File: src/rtl/apb_slave_mem.sv
// APB byte-wide scratch memory; optional wait states compiled in with APB_MEM_WAIT_EN.
// Latency: pready rises WAIT_CYCLES+1 cycles after penable (1 cycle without APB_MEM_WAIT_EN).
// Backpressure: pready stays low through wait states; DONE lasts one cycle and each transfer needs a fresh setup.
module apb_slave_mem #(
  parameter int         DEPTH       = 256,
  parameter logic [3:0] WAIT_CYCLES = 4'd2
) (
  input  logic       pclk,
  input  logic       presetn,
  input  logic       psel,
  input  logic       penable,
  input  logic       pwrite,
  input  logic [7:0] paddr,
  input  logic [7:0] pwdata,
  output logic [7:0] prdata,
  output logic       pready,
  output logic       pslverr,
  output logic [1:0] state
);

  localparam int         AW      = (DEPTH > 1) ? $clog2(DEPTH) : 1;
  localparam logic [8:0] DEPTH_W = 9'(DEPTH);

  typedef enum logic [1:0] {
    IDLE = 2'b00,
    BUSY = 2'b01,
    DONE = 2'b10
  } state_t;

  state_t          state_q;
  state_t          state_d;
  logic            complete;
  logic            cnt_zero;
  logic            in_range;
  logic [AW-1:0]   idx;
  logic [7:0]      mem [DEPTH];

  assign in_range = ({1'b0, paddr} < DEPTH_W);
  assign idx      = paddr[AW-1:0];
  assign state    = state_q;

`ifdef APB_MEM_WAIT_EN
  logic [3:0] cnt;

  assign cnt_zero = (cnt == 4'd0);

  always_ff @(posedge pclk or negedge presetn) begin
    if (!presetn) begin
      cnt <= 4'd0;
    end else if (state_q == IDLE && psel && !penable) begin
      cnt <= WAIT_CYCLES;
    end else if (state_q == BUSY && psel && !cnt_zero) begin
      cnt <= cnt - 4'd1;
    end
  end
`else
  assign cnt_zero = 1'b1;
`endif

  always_ff @(posedge pclk or negedge presetn) begin
    if (!presetn) begin
      state_q <= IDLE;
    end else begin
      state_q <= state_d;
    end
  end

  // A transfer only completes from BUSY, so an access phase seen in IDLE is dropped.
  always_comb begin
    state_d  = state_q;
    complete = 1'b0;
    case (state_q)
      IDLE: begin
        if (psel && !penable) begin
          state_d = BUSY;
        end
      end
      BUSY: begin
        if (!psel) begin
          state_d = IDLE;
        end else if (cnt_zero && penable) begin
          state_d  = DONE;
          complete = 1'b1;
        end
      end
      DONE:    state_d = IDLE;
      default: state_d = IDLE;
    endcase
  end

  always_ff @(posedge pclk or negedge presetn) begin
    if (!presetn) begin
      pready  <= 1'b0;
      pslverr <= 1'b0;
      prdata  <= 8'h00;
    end else begin
      pready  <= complete;
      pslverr <= complete && !in_range;
      if (complete && !pwrite) begin
        prdata <= in_range ? mem[idx] : 8'h00;
      end
    end
  end

  always_ff @(posedge pclk or negedge presetn) begin
    if (!presetn) begin
      for (int i = 0; i < DEPTH; i++) begin
        mem[i] <= 8'h00;
      end
    end else if (complete && pwrite && in_range) begin
      mem[idx] <= pwdata;
    end
  end

endmodule
File: config.mk
export PLATFORM = sky130hd
export DESIGN_NAME = apb_slave_mem
export DESIGN_NICKNAME = d
export VERILOG_FILES = /design/src/rtl/apb_slave_mem.sv
export SDC_FILE = /design/constraint.sdc
export NUM_CORES = 2
export LEC_CHECK = 0
export CORE_MARGIN = 2
export CORE_UTILIZATION = 60
export DETAILED_ROUTE_END_ITERATION = 7
export PLACE_DENSITY = 0.76
export SYNTH_ARGS = -nofsm -noshare
export SYNTH_HDL_FRONTEND = slang
export SYNTH_SLANG_ARGS = --single-unit
File: constraint.sdc
create_clock -name pclk -period 3 [get_ports pclk]
set_input_delay 0.6 -clock pclk [delete_from_list [all_inputs] [get_ports pclk]]
set_output_delay 0.6 -clock pclk [all_outputs]
set_load 0.05 [all_outputs]
Word-level counts from Yosys, hierarchy flattened
Index checks and enable logic that the tools add are counted.

storage, ports and cells
  bits in registers = 2059
  input bits = 21

cells by class
  order comparisons = 2
  eq/ne operators = 3
  multiplexer cells = 13
  bitwise operators = 1
  reductions and logical operators = 8

operators by type and width
  operator                                                                number
  2048-bit bitwise mux                                                    1
  8-bit binary-select mux with 8-bit select                               1
  8-bit demux with 8-bit select                                           1
  8-bit 2-to-1 mux                                                        3
  9-bit greater-or-equal comparator (second input constant)               1
  9-bit by 1-bit < comparator with 1-bit output (second input constant)   1
  8-bit NOT with 9-bit output                                             1
  2-bit 2-to-1 mux                                                        3
  1-bit logical AND                                                       4
  2-bit one-hot mux with 2 select lines                                   1
  1-bit 2-to-1 mux                                                        3
  3-bit inequality test (second input constant)                           1
  2-bit by 1-bit equality test with 1-bit output (second input constant)  1
  1-bit zero test                                                         2
  2-bit zero test                                                         1
  2-bit inequality test (second input constant)                           1
  2-bit AND reduction                                                     1

Longest topological paths before layout
  word-level depth = 6
  depth in mapped cells = 13
  mapped depth without buffers = 7

Least setup slack after synthesis
OpenSTA, ideal clock, no wires.

  path type = input -> register
  start point = input port paddr[0]
  end point = register prdata[2]
  arrival = 2.630 ns
  slack = 0.249 ns
  cell stages on the path = 9
  path through = buf_6 buf_2 buf_2 mux4_2 a221oi_1 o22ai_1 a211oi_1 o22ai_1 o22a_1

between the ends
  cells in the longest elaborated chain, start to end = 4

RTL lines
  what                                                 RTL line  source
  start, declared                                      13        input logic [7:0] paddr,
  8-bit NOT with 9-bit output (not written as such)    100       prdata <= in_range ? mem[idx] : 8'h00;
  8-bit binary-select mux with 8-bit select            100
  8-bit 2-to-1 mux (not written as such) (2 in a row)  100
  end signal, assigned                                 100
  end, declared                                        15        output logic [7:0] prdata,

Every way passes these cells. The select of a mux whose other input is x is not followed.
A chain may end at the register's enable or synchronous reset.

Worst setup path in the final report
  start point = register prdata[7]
  end point = output port prdata[7]

No word-level cell between the ends.

==> results.toml <==
[run_status]
result_of_the_run = "finished, final reports clean"

[cells_and_area]
stdcell_count = 9026
layout-area-overhead-vs-synth_pct = 19.0
layout.nets = 6817
post_route_cells_drive_above_1_share = 0.572
fillers = 9813

[logic_synthesis]
yosysMostFrequentCell = "dfrtp_1"
ys_warn_count = 0
ys.flop_type = "dfrtp_1"
leading_area_contributor_after_synthesis = "dfrtp_1"
syn_area_per_cell_um2 = 15.5
netlist_area_mm2 = 0.0945
yosysTopAreaCellShare = 0.545
synth-edff-count = 0
ys_async_sr_fraction = 1.00
synthTopCellsByCount = "dfrtp_1, mux2_2, mux4_2"
area_contributors_post_synth = "dfrtp_1, mux2_2, mux4_2"
synth.net_count = 6130
synth_cell_types = 75
postSynthCellCount = 6109
sequential_fraction_of_the_synthesis_area = 0.545
postSynthRegisterBits = 2059

[power_and_ir_drop]
power_leakage_nw = 54.3
power-per-cell-area_mw_per_mm2 = 521
vdd_ir_drop_max_uv = 622

[clock_network]
cts_tree = "built"
numCtsBuffers = 205
total_clock_sinks = 2059
clkSlewWorstSetupHoldPaths_ps = 60
clock_insertion_delay_worst_skew_ps = 870
post_cts.repair.setup_buffers = 0
ctsLongestPathBuffers = 3
cts-root-buf = "clkbuf_16"
cts_htree_levels = 4

[sta]
skew_ps = 55.1
finalWorstPathRequiredPeriod_ps = 2990
finalMaxSlewViolations = 0
tightestPinTransition_ps = 1190
fmax_mhz = 334
setup_viol = 0
post-route-worst-setup-slack_ps = 9.31
worst_slack_on_hold_paths_ps = 358
slew_headroom = 0.200
tns_ps = 0
layout_worst_path_cycle_share = 0.997
final-hold-violation-count = 0
unrepaired_setup_endpoints_after_global_routing = "false"

[worst_setup_path]
critical_path_class = "reg -> out"
start_kind = "register"
crit_family = "buffers and inverters"
critical_path_cell_by_cell = "clkdlybuf4s50_1"
maximum_net_fanout_on_the_critical_path = 2
worst-endpoint-arrival_ps = 2390
critical-path-slowest-cell = "clkdlybuf4s50_1"
worst_ep_required_time_ps = 2400
cp.buffers_inverters = 1
cp_slowest_stage_delay_ps = 900
critical_path.endpoint_type = "primary output"

[placement]
post_detail_place_hpwl_um = 186000
gp_routability_congestion = 0.946
numPortBuffers = 31
placedCellCount = 8646
place_worst_setup_slack_ps = -1030

[floorplanning]
fp.dieArea_mm2 = 0.161
effective_utilization_at_floorplan = 0.605
chipHeight_um = 401
num_io_pins = 33
design.core.area_mm2 = 0.156
floorplan.die.width_um = 401
number_of_placement_rows = 145

[grt]
number_of_antenna_violations_at_the_first_check_in_global_routing = 10
grt_remaining_overflow = 0
grt_first_pass_wirelength_um = 415000
grt_max_degree = 159
grt_pass1_vias = 62600
grt.total_usage = 0.348

[min_path]
holdCritPathClass = "in -> async"

[detailed_routing]
viasPerCell = 6.57
drt_pass1_iterations = 5
routedWlPerCell_um = 30.5
route.final.wire_length_um = 275000
antenna_left = 0
dr.first_iter.drc_count = 5474
routed-via-count = 59300
drc = 0

[flow_run]
maxCapViolCount = 0
[power breakdown]
group	switching, mW	total (mW)	internal (mW)
sequential	0.121	28.0	27.9
combinational	2.45	3.63	1.17
clock	11.3	27.0	15.7
[final timing paths]
path / start / end / slack, ps / cells after the start
max in group asynchronous: presetn / mem[559] / 1440 / 3
worst max register to register: mem[644] / prdata[4] / 150 / 8
worst min register to register: mem[1268] / mem[1268] / 490 / 1
min in group pclk: penable / state[0] / 450 / 3
worst max-delay path: prdata[7] / prdata[7] / 9 / 1
worst min-delay path: presetn / mem[1744] / 360 / 2
[cell type report]
cell class	count	area [um2]	share of cell area
multi-input cells	3581	40900	0.364
diodes	3	7.51	0.0000667
inverters	3	21.3	0.000189
repair buffers	946	10300	0.0917
clock buffers	308	6140	0.0546
clock inverters	68	998	0.00888
well taps	2058	2570	0.0229
flip-flops and latches	2059	51500	0.458
[cells by family after synthesis]
kind of cell,count (synthesis),share of synthesized area
AO/OA/AOI/OAI,243,0.0191
buffers and inverters,469,0.0234
flip-flops,2059,0.545
multiplexers,2709,0.378
other,1,0.0000397
AND/OR/NAND/NOR,628,0.0346
[what timing repair did]
item	CTS	global route
setup endpoints to repair	2	1
resized for setup	2	1
hold buffers	1	0
gates cloned	0	0
hold endpoints to repair	23	0
[sequential cells by signal (all words and copies together) (netlist names)]
| name | cells |
|---|---|
| mem | 2048 |
| prdata | 8 |
| pready | 1 |
| state | 2 |
[stage by stage]
stage	util	power (mW)	area [um2]
after floorplan	-	30.0	94500
after global placement	0.673	32.0	105000
after detailed placement	0.673	32.1	105000
after CTS	0.719	58.8	112000
after global routing	0.719	60.2	112000
final	0.719	58.6	112000
[cells in the final DEF (no fill, tap or decap), types with 5 or more instances in the layout]
cell type,n
nand4_1,16
nor4_1,8
buf_4,668
nor2b_1,9
o221ai_1,5
nor3_1,26
clkdlybuf4s50_1,14
a21oi_1,21
a32oi_1,25
clkbuf_1,43
and3_1,6
clkbuf_16,207
buf_12,247
clkinv_16,6
o211ai_1,7
a2111oi_0,7
o22ai_1,26
nand2_2,24
o21ai_0,20
clkbuf_8,66
a31oi_1,11
nor2_4,25
nor2_1,92
nor2_2,139
mux2i_1,160
nand2_1,196
a22oi_1,53
mux2_1,42
mux4_2,480
nand2b_1,9
inv_6,7
a221oi_1,14
clkinv_2,34
nand3_1,42
bufinv_16,18
mux2_2,2026
a22o_1,5
dfrtp_1,2059
a211oi_1,9
[layer usage]
| layer | track usage | part of all wire | routed length, um |
|---|---|---|---|
| met1 | 0.481 | 0.40 | 111000 |
| met2 | 0.522 | 0.45 | 125000 |
| met3 | 0.0877 | 0.089 | 24400 |
| met4 | 0.164 | 0.055 | 15100 |
| met5 | 0 | 0.00031 | 85 |
(Power assumes the default switching activity.)
